[src/rtl/pipe_mdu_ctrl.sv]
// pipe_mdu_ctrl: hazard/sequencing controller beside the decode stage.
// Launches the multi-cycle MDU, times its HI/LO write, and produces the
// PC/IF-ID stall plus the ID/EX bubble for MDU-busy and load-use hazards.
module pipe_mdu_ctrl #(
  parameter int MUL_CYCLES = 5,   // mdu_go -> hilo_we for mult/multu
  parameter int DIV_CYCLES = 32,  // mdu_go -> hilo_we for div/divu
  parameter int CNT_W      = 5    // holds max(MUL_CYCLES, DIV_CYCLES) - 2
) (
  input  logic       clk,
  input  logic       clr,
  input  logic       emd_start,
  input  logic [1:0] emd_op,
  input  logic       dmfhilo,
  input  logic       dmd,
  input  logic       ewreg,
  input  logic       em2reg,
  input  logic [4:0] ern,
  input  logic [4:0] drs,
  input  logic [4:0] drt,
  input  logic       drsrd,
  input  logic       drtrd,
  output logic       wpcir,
  output logic       dbubble,
  output logic       mdu_go,
  output logic [1:0] mdu_op,
  output logic       hilo_we,
  output logic       mdu_busy,
  output logic       md_err
);

  typedef enum logic [1:0] {
    S_IDLE = 2'd0,
    S_BUSY = 2'd1,
    S_DONE = 2'd2
  } state_t;

  // Counter preload: BUSY lasts (N-1) cycles, DONE is cycle N after mdu_go.
  localparam logic [CNT_W-1:0] MUL_LD = CNT_W'(MUL_CYCLES - 2);
  localparam logic [CNT_W-1:0] DIV_LD = CNT_W'(DIV_CYCLES - 2);

  state_t           state_q, state_d;
  logic [CNT_W-1:0] count_q, count_d;
  logic [1:0]       mdu_op_q, mdu_op_d;
  logic             md_err_q, md_err_d;

  logic accept;
  logic stall_md;
  logic stall_lu;
  logic rs_hit;
  logic rt_hit;

  // New op accepted only when the unit is free or finishing this cycle.
  assign accept = emd_start & ((state_q == S_IDLE) | (state_q == S_DONE));

  // Next-state, counter, latched op and sticky protocol-error flag.
  always_comb begin
    state_d  = state_q;
    count_d  = count_q;
    mdu_op_d = mdu_op_q;
    md_err_d = md_err_q;
    case (state_q)
      S_IDLE: begin
        if (accept) begin
          state_d  = S_BUSY;
          mdu_op_d = emd_op;
          count_d  = emd_op[1] ? DIV_LD : MUL_LD;
        end
      end
      S_BUSY: begin
        // A start while busy is ignored; the running op keeps its timing.
        if (emd_start) md_err_d = 1'b1;
        if (count_q == '0) state_d = S_DONE;
        else               count_d = count_q - CNT_W'(1);
      end
      S_DONE: begin
        // Back-to-back: old result written while the new op launches.
        if (accept) begin
          state_d  = S_BUSY;
          mdu_op_d = emd_op;
          count_d  = emd_op[1] ? DIV_LD : MUL_LD;
        end else begin
          state_d  = S_IDLE;
        end
      end
      default: state_d = S_IDLE;
    endcase
  end

  // State registers; clr overrides every other event.
  always_ff @(posedge clk) begin
    if (clr) begin
      state_q  <= S_IDLE;
      count_q  <= '0;
      mdu_op_q <= 2'b00;
      md_err_q <= 1'b0;
    end else begin
      state_q  <= state_d;
      count_q  <= count_d;
      mdu_op_q <= mdu_op_d;
      md_err_q <= md_err_d;
    end
  end

  // MDU-side outputs: go is combinational so operands are sampled in E now.
  assign mdu_go   = accept;
  assign mdu_op   = mdu_op_q;
  assign hilo_we  = (state_q == S_DONE);
  assign mdu_busy = (state_q == S_BUSY) | (state_q == S_DONE);
  assign md_err   = md_err_q;

  // DONE does not stall: HI/LO lands before a D-stage reader reaches E.
  assign stall_md = (dmfhilo | dmd) & ((state_q == S_BUSY) | emd_start);

  // Load-use: E-stage load targets a register D reads; r0 never hazards.
  assign rs_hit   = drsrd & (ern == drs);
  assign rt_hit   = drtrd & (ern == drt);
  assign stall_lu = ewreg & em2reg & (ern != 5'd0) & (rs_hit | rt_hit);

  assign wpcir   = ~(stall_md | stall_lu);
  assign dbubble = ~wpcir;

endmodule
[config.mk]
export PLATFORM = sky130hd
export DESIGN_NAME = pipe_mdu_ctrl
export DESIGN_NICKNAME = d
export VERILOG_FILES = /design/src/rtl/pipe_mdu_ctrl.sv
export SDC_FILE = /design/constraint.sdc
export NUM_CORES = 1
export LEC_CHECK = 0
export BUFFER_PORTS_ARGS = -buffer_cell sky130_fd_sc_hd__buf_2
export CAP_MARGIN = 20
export CORE_MARGIN = 3
export CORE_UTILIZATION = 40
export CTS_BUF_LIST = sky130_fd_sc_hd__clkbuf_16
export DETAILED_ROUTE_END_ITERATION = 16
export HOLD_SLACK_MARGIN = 0.03
export PLACE_DENSITY = 0.71
export SYNTH_ARGS = -nofsm -noshare
export SYNTH_HDL_FRONTEND = slang
export SYNTH_SLANG_ARGS = --single-unit
[constraint.sdc]
create_clock -name clk -period 2.5 [get_ports clk]
set_input_delay 0.25 -clock clk [delete_from_list [all_inputs] [get_ports clk]]
set_output_delay 0.25 -clock clk [all_outputs]
set_load 0.005 [all_outputs]
==> impl_metrics.yaml, run 1 <==
status:
  outcome: "finished clean"
clock_tree:
  post_cts_buffers: 0
  cts_sinks: 10
  cts_resized: 0
  htreeDepth: 1
  clk_latency_ps: 240
  cts_root_buf: "clkbuf_16"
  clockBufferDepth: 2
  cts_buffers: 3
  tritoncts: "done"
  holdBufCountCts: 0
  path_clk_slew_ps: 40
timing:
  fin_worst_skew_ps: 1.93
  tightest_slew_ps: 493
  fmax_ghz: 0.479
  setup_viol: 0
  slew_headroom_pct: 67.2
  final.setup.tns_ps: 0
  post-route-min-period_ps: 2090
  hold_slack_ps: 270
  fin_crit_sh_pct: 83.5
  finalMaxSlewViolations: 0
  rsz0062_at_grt: "false"
  hold_violations: 0
grt:
  grt_pass1_vias: 772
  grt_max_degree: 11
  grt_pass1_wl_um: 3130
  grt.total_usage_pct: 16.8
  grt.overflow.total: 0
  antenna_found_initial: 0
yosys:
  ys.flop_type: "dfxtp_1"
  synth_seq_cells: 10
  yosysTopAreaCell: "dfxtp_1"
  synth-edff-count: 0
  synth_async_sr_flop_share_pct: 0
  synthCells: 89
  syn-cell-area_sq_um: 717
  yosysTopAreaCellShare_pct: 27.9
  synth_fp_nets: 120
  synth-seq-area-share_pct: 27.9
  yosys_warnings: 0
  ys_types: 32
  synth_area_per_cell_sq_um: 8.06
  synthTopCellsByArea: "dfxtp_1 28%, xor2_1 9.8%, ha_1 8.7%"
power_and_ir_drop:
  powerDensity_nw_per_um2: 818
  clkPwrFrac_pct: 36.0
  p_leak_nw: 0.449
  power_frac_seq_pct: 27.7
  netSwitchingFraction_pct: 33.5
  combPwrFrac_pct: 36.3
  p_switching_mw: 0.268
  intPower_mw: 0.531
  vdd_drop_max_uv: 472
critical_path:
  cp-end-kind: "register"
  reg2regPathDepth: 6
  startpoint_type: "register"
  critPathKind: "register to register"
  worstPathRequired_ps: 2670
  crit_path_max_fanout: 9
  cp.arrival_ps: 2260
run:
  drv_cap: 0
layout:
  layout.nets: 156
  fin_util_pct: 61.2
  area.growth.synth_to_final_pct: 36.1
  n_antenna_cell: 0
  num-fill-cells: 141
  drive_gt1_share_pct: 30.6
routing:
  wl_um: 1810
  firstDrtPassIters: 4
  detail-route-antenna-nets: 0
  via_count: 770
  wl_per_cell_um: 12.2
  first_iter_violations: 10
  drc: 0
  vias_per_cell: 5.20
placed_design:
  place.gp.congestion: 0.859
  portBuffers: 33
  place_hpwl_um: 1420
die:
  ios: 34
  rows: 14
  coreArea_sq_um: 1590
  die_w_um: 48.3
  initial_core_util_pct: 45.0
  die_area_sq_um: 2340
  die_y_um: 48.3
hold_path:
  worstHoldPathCells: 3
  hold_path_class: "primary input to register"
## Yosys cell counts (all sizes together), types with 2 or more instances
| cell | count |
|---|---|
| nand2 | 8 |
| nor2 | 5 |
| a21oi | 8 |
| nor4 | 2 |
| xor2 | 8 |
| o21a | 2 |
| ha | 5 |
| nor2b | 2 |
| xnor2 | 2 |
| inv | 6 |
| nand3 | 3 |
| o21ai | 7 |
| and2 | 2 |
| or3 | 3 |
| dfxtp | 10 |
## power groups by stage
stage	Clock, mW	Sequential (mW)	Combinational, mW
after detailed placement	0	0.223	0.284
after global routing	0.302	0.225	0.330
after floorplan	0	0.217	0.213
final	0.288	0.221	0.290
after CTS	0.293	0.221	0.290
after global placement	0	0.222	0.283
## worst paths after layout
| check | startpoint | slack (ps) | end |
|---|---|---|---|
| setup / recovery | state_q[0]$_SDFFE_PP0P_ | 410 | count_q[0]$_SDFFE_PP0P_ |
| hold / removal | emd_op[0] | 270 | mdu_op[0]$_SDFFE_PP0P_ |
| setup reg to reg | state_q[0]$_SDFFE_PP0P_ | 410 | count_q[0]$_SDFFE_PP0P_ |
| hold reg to reg | md_err$_SDFFE_PP0P_ | 460 | md_err$_SDFFE_PP0P_ |
## per-layer routing
layer / wire length, um / up-vias / GRT usage (%)
met5: 0 / - / 0
met4: 43 / 0 / 10.4
met3: 104 / 5 / 3.99
met2: 910 / 22 / 28.7
met1: 750 / 355 / 18.9
li1: - / 388 / -
## metrics by stage
stage / setup slack (ps) / power (mW) / std cells / cell area [sq um]
6_report: 413 / 0.799 / 148 / 976
5_1_grt: 250 / 0.858 / 148 / 976
4_1_cts: 423 / 0.804 / 148 / 976
3_5_place_dp: 447 / 0.507 / 144 / 897
3_3_place_gp: 517 / 0.505 / 144 / 897
2_1_floorplan: 597 / 0.430 / 89 / 717
## registers in the layout, summed over array words and instances (netlist names)
name	count
count_q	5
mdu_op	2
state_q	2
md_err	1
## final cells by class
type	instances	area [sq um]	share of cell area, %
Multi-Input combinational cell	71	479	49.1
Clock inverter	1	3.75	0.385
Tap cell	24	30.0	3.08
Inverter	6	22.5	2.31
Clock buffer	3	75.1	7.69
Timing Repair Buffer	33	165	16.9
Sequential cell	10	200	20.5
## critical path, stage by stage, from the launching register on
cell and delay [ps]:
dfxtp_1 370, inv_1 80, ha_1 230, or2_0 390, a221o_1 470, or3_1 320
a31oi_1 150
## cells by family after synthesis
group	share of synthesized area, %
flip-flops	27.9
XOR/XNOR	12.2
AO/OA/AOI/OAI	23.6
adder cells (fa/ha/maj)	8.73
buffers and inverters	5.23
AND/OR/NAND/NOR	22.3
## cells in the final DEF, fill, tap and decap left out, drive strengths merged, types with 5 or more instances in the layout
cell type / instances
buf: 33
inv: 6
nand2: 8
a21oi: 8
xor2: 8
nor2: 5
o21ai: 7
dfxtp: 10
ha: 5
No activity file was read; power rests on OpenSTA's default activity.
==> run 2: changes to the inputs <==
- PLACE_DENSITY: 0.71 -> 0.73
- clock period: 2.5 -> 1.8 ns (I/O delays scaled with it)
==> run 2 against run 1 <==
Effect of this change:
- register-to-register slack got worse by 340 ps
- utilization increased by 4.1 points
- global-route usage about the same
- clock power increased by 35%
- critical endpoint is now mdu_go
- sequential share of layout area decreased by 0.80 points
- via count increased by 0.39%
==> impl_metrics.yaml, run 2 (synthesized netlist as in run 1, its figures left out) <==
grt:
  antenna_found_initial: 0
  use_met2_pct: 31.2
  grt.overflow.total: 0
  grt.total_usage_pct: 16.8
  grt_pass1_vias: 710
  grtUsageMet1_pct: 18.6
  grt_util_met3_pct: 5.83
  grt_busiest_layer: "met2"
  grt_max_degree: 11
  grt_pass1_wl_um: 3080
layout:
  top_register: "count_q"
  drive_gt1_share_pct: 38.0
  n_antenna_cell: 0
  final_cell_mix: "33 x buf_2, 8 x xor2_1, 8 x a21oi_1, 8 x dfxtp_1"
  mostFrequentLayoutCell: "buf_2"
  area.growth.synth_to_final_pct: 45.2
  largest_reg_flops: 5
  layout.nets: 161
  final-instance-count-excl-fill: 153
die:
  ios: 34
  die_area_sq_um: 2340
  initial_core_util_pct: 45.0
  rows: 14
  die_w_um: 48.3
  die_y_um: 48.3
  coreArea_sq_um: 1590
routing:
  detail-route-antenna-nets: 0
  first_iter_violations: 11
  firstDrtPassIters: 4
  wl_um: 2030
  vias_per_cell: 5.05
  via_count: 773
  wl_per_cell_um: 13.3
  drc: 0
timing:
  hold_violations: 0
  post-route-min-period_ps: 1740
  fmax_ghz: 0.576
  finalMaxSlewViolations: 0
  slew_headroom_pct: 75.8
  setup_viol: 0
  tightest_slew_ps: 360
  fin_crit_sh_pct: 96.5
  setup_ws_ps: 63.0
  fin_worst_skew_ps: 0.944
placed_design:
  post-place-ws_ps: 59.0
  place.gp.congestion: 0.865
  place_hpwl_um: 1560
  post-place-cells: 149
  portBuffers: 33
hold_path:
  hold_path_class: "primary input to register"
  min_from: "emd_op[0]"
  worstHoldPathCells: 3
  hold_end: "mdu_op[0]$_SDFFE_PP0P_"
clock_tree:
  post_cts_buffers: 0
  holdBufCountCts: 0
  cts_resized: 2
  cts_root_buf: "clkbuf_16"
  clk_latency_ps: 230
  htreeDepth: 1
  clockBufferDepth: 2
  tritoncts: "done"
  cts_buffers: 3
  cts_sinks: 10
  path_clk_slew_ps: 40
critical_path:
  r2r-end: "count_q[0]$_SDFFE_PP0P_"
  cp.arrival_ps: 1560
  cp-end-kind: "output port"
  r2r-start: "state_q[1]$_SDFFE_PP0P_"
  startpoint_type: "register"
  worstPathRequired_ps: 1620
  crit_path_max_fanout: 7
  crit_start: "state_q[1]$_SDFFE_PP0P_"
  reg2reg_slack_ps: 70
  critPathKind: "register to output port"
  reg2regPathDepth: 6
power_and_ir_drop:
  intPower_mw: 0.803
  power_frac_seq_pct: 26.6
  netSwitchingFraction_pct: 32.6
  p_switching_mw: 0.388
  clkPwrFrac_pct: 32.7
  powerDensity_nw_per_um2: 1140
  combPwrFrac_pct: 40.7
  vdd_drop_max_uv: 869
  p_leak_nw: 0.480
run:
  drv_cap: 0
status:
  outcome: "finished clean"
[run 2: cell types whose count changed in the layout (fill, tap and decap cells not counted), sizes merged]
cell	change
buf	+5
[run 2: final cells by class]
| type | instances | area (sq um) |
|---|---|---|
| tap | 24 | 30.0 |
| timing repair buffer | 38 | 206 |
| sequential | 10 | 205 |
| fill | 145 | 553 |
| inverter | 6 | 22.5 |
| clock inverter | 1 | 3.75 |
| multi-input combinational | 71 | 498 |
| clock buffer | 3 | 75.1 |
[run 2: layer usage]
metal / vias to the layer above / share of wire, %
li1: 397 / -
met1: 348 / 41
met2: 26 / 53
met3: 2 / 5.9
met4: 0 / 0.54
met5: - / 0
[run 2: worst max-delay path by stage]
stage | depth (start not counted) | slack, ps | to
global placement | 6 | 120 | count_q[0]$_SDFFE_PP0P_
CTS | 8 | 9 | mdu_go
finish | 8 | 60 | mdu_go
floorplan | 7 | 3 | count_q[0]$_SDFFE_PP0P_
global route | 7 | -4 | count_q[4]$_SDFFE_PP0P_
detailed placement | 6 | 60 | count_q[0]$_SDFFE_PP0P_
[run 2: power by group through the flow]
stage	Combinational (mW)	Sequential (mW)	Clock, mW
after floorplan	0.299	0.303	0
after CTS	0.462	0.310	0.396
after global placement	0.437	0.309	0
after detailed placement	0.444	0.313	0
after global routing	0.540	0.324	0.406
final	0.485	0.317	0.389
[run 2: per-stage QoR]
step	util (%)	power, mW	hold slack (ps)	TNS, ps	cell area [sq um]
2_1_floorplan	-	0.602	324	0	724
3_3_place_gp	59.1	0.746	443	0	942
3_5_place_dp	59.1	0.758	454	0	942
4_1_cts	64.2	1.17	205	0	1020
5_1_grt	65.3	1.27	255	-3.74	1040
6_report	65.3	1.19	207	0	1040
[run 2: critical path, cell delays in order (launching register included)]
cell and delay [ps]:
dfxtp_2 350, inv_1 70, ha_2 170, or2_4 260
buf_6 140, nand2_2 70, buf_4 110, inv_1 30
buf_2 110
==> run 3: changes to the inputs <==
--- a/config.mk
+++ b/config.mk
@@ -17,2 +17,3 @@
 export SYNTH_HDL_FRONTEND = slang
 export SYNTH_SLANG_ARGS = --single-unit
+export TNS_END_PERCENT = 50
==> constraint.sdc (replaced) <==
create_clock -name clk -period 1.8 [get_ports clk]
set_input_delay 0.18 -clock clk [delete_from_list [all_inputs] [get_ports clk]]
set_output_delay 0.18 -clock clk [all_outputs]
set_load 0.05 [all_outputs]
==> run 3 against run 2 <==
Effect of this change:
- register-to-register slack is essentially flat
- design area grew 3.5%
- die area is the same
==> impl_metrics.yaml, run 3 (synthesized netlist as in run 1, its figures left out) <==
layout:
  num-fill-cells: 128
  drive_gt1_share_pct: 37.9
  final_cell_mix: "31 x buf_2, 9 x dfxtp_1, 8 x xor2_1, 8 x a21oi_1, 8 x buf_4"
  final-seq-area_sq_um: 201
  final-instance-count-excl-fill: 156
  mostFrequentLayoutCell: "buf_2"
  area.growth.synth_to_final_pct: 50.3
  n_antenna_cell: 0
  design_area_sq_um: 1080
  fin_util_pct: 67.6
  largest_reg_flops: 5
  multiInputGateArea_sq_um: 507
  layout.nets: 164
  top_register: "count_q"
placed_design:
  post-place-ws_ps: 3.28
  portBuffers: 33
  place_hpwl_um: 1550
  dpl-instance-area_sq_um: 952
  place.gp.congestion: 0.862
  post-place-cells: 151
clock_tree:
  cts_buffers: 3
  path_clk_slew_ps: 40
  tritoncts: "done"
  htreeDepth: 1
  cts_root_buf: "clkbuf_16"
  holdBufCountCts: 0
  cts_sinks: 10
  clockBufferDepth: 2
  clk_latency_ps: 240
critical_path:
  cp-end-kind: "output port"
  worstPathRequired_ps: 1620
  r2r-end: "count_q[4]$_SDFFE_PP0P_"
  startpoint_type: "register"
  cp.arrival_ps: 1570
  reg2regPathDepth: 8
  r2r-start: "state_q[0]$_SDFFE_PP0P_"
  reg2reg_slack_ps: 70
  critPathKind: "register to output port"
  crit_path_max_fanout: 4
grt:
  grt_pass1_vias: 781
  grt_max_degree: 11
  grt_pass1_wl_um: 3170
  antenna_found_initial: 0
  grt.total_usage_pct: 17.0
  grt.overflow.total: 0
timing:
  rsz0062_at_grt: "true"
  slew_headroom_pct: 73.0
  fmax_ghz: 0.571
  fin_worst_skew_ps: 5.60
  fin_crit_sh_pct: 97.2
  setup_ws_ps: 49.9
  setup_viol: 0
  hold_violations: 0
  post-route-min-period_ps: 1750
  final.setup.tns_ps: 0
  tightest_slew_ps: 403
  hold_slack_ps: 202
  finalMaxSlewViolations: 0
power_and_ir_drop:
  p_switching_mw: 0.520
  clkPwrFrac_pct: 29.8
  vdd_drop_max_uv: 772
  powerDensity_nw_per_um2: 1250
  p_leak_nw: 0.500
  netSwitchingFraction_pct: 38.6
  intPower_mw: 0.826
  power_mw: 1.35
  combPwrFrac_pct: 47.1
  power_frac_seq_pct: 23.1
routing:
  detail-route-antenna-nets: 0
  via_count: 794
  wl_per_cell_um: 12.9
  first_iter_violations: 8
  firstDrtPassIters: 4
  wl_um: 2010
  drc: 0
  vias_per_cell: 5.09
die:
  ios: 34
  coreArea_sq_um: 1590
  rows: 14
  die_w_um: 48.3
  die_area_sq_um: 2340
  die_y_um: 48.3
  initial_core_util_pct: 45.0
hold_path:
  worstHoldPathCells: 3
  hold_end: "mdu_op[0]$_SDFFE_PP0P_"
  hold_path_class: "primary input to register"
  min_from: "emd_op[0]"
status:
  outcome: "finished clean"
run:
  drv_cap: 0
run 3: power groups by stage:
stage	Sequential, mW	Clock [mW]	Combinational (mW)
2_1_floorplan	0.327	0	0.381
3_3_place_gp	0.304	0	0.552
3_5_place_dp	0.306	0	0.563
4_1_cts	0.305	0.408	0.578
5_1_grt	0.316	0.418	0.692
6_report	0.311	0.402	0.633
run 3: worst max-delay path by stage:
stage | from | end | slack, ps
6_report | state_q[0]$_SDFFE_PP0P_ | wpcir | 50
4_1_cts | state_q[1]$_SDFFE_PP0P_ | count_q[4]$_SDFFE_PP0P_ | -10
2_1_floorplan | state_q[0]$_SDFFE_PP0P_ | count_q[0]$_SDFFE_PP0P_ | -190
3_3_place_gp | state_q[1]$_SDFFE_PP0P_ | count_q[0]$_SDFFE_PP0P_ | 50
3_5_place_dp | state_q[1]$_SDFFE_PP0P_ | count_q[2]$_SDFFE_PP0P_ | 3
5_1_grt | count_q[0]$_SDFFE_PP0P_ | count_q[4]$_SDFFE_PP0P_ | -30
run 3: worst max-delay path, stage by stage, from the launching register on:
cell	delay [ps]
dfxtp_1	300
buf_4	130
ha_1	250
buf_4	170
o22ai_1	150
o21a_1	170
buf_6	160
run 3: final cells by class:
cell class / instances / share of cell area (%)
clock buffer: 3 / 6.97
clock inverter: 1 / 0.348
inverter: 6 / 2.09
multi-input combinational: 71 / 47.0
sequential: 10 / 18.7
tap: 24 / 2.79
timing repair buffer: 41 / 22.1
run 3: routing by layer:
layer | global-route usage, % | share of wire, % | up-vias
met4 | 4.27 | 0.84 | 0
met2 | 31.4 | 52 | 19
met3 | 5.52 | 4.8 | 3
li1 | - | - | 403
met5 | 0 | 0 | -
met1 | 18.5 | 42 | 369
run 3: repair_timing:
action	CTS	global route
pin swaps	0	3
cloned	0	0
buffers inserted	0	1
gates resized for setup	2	8
endpoints found under the setup margin	4	8
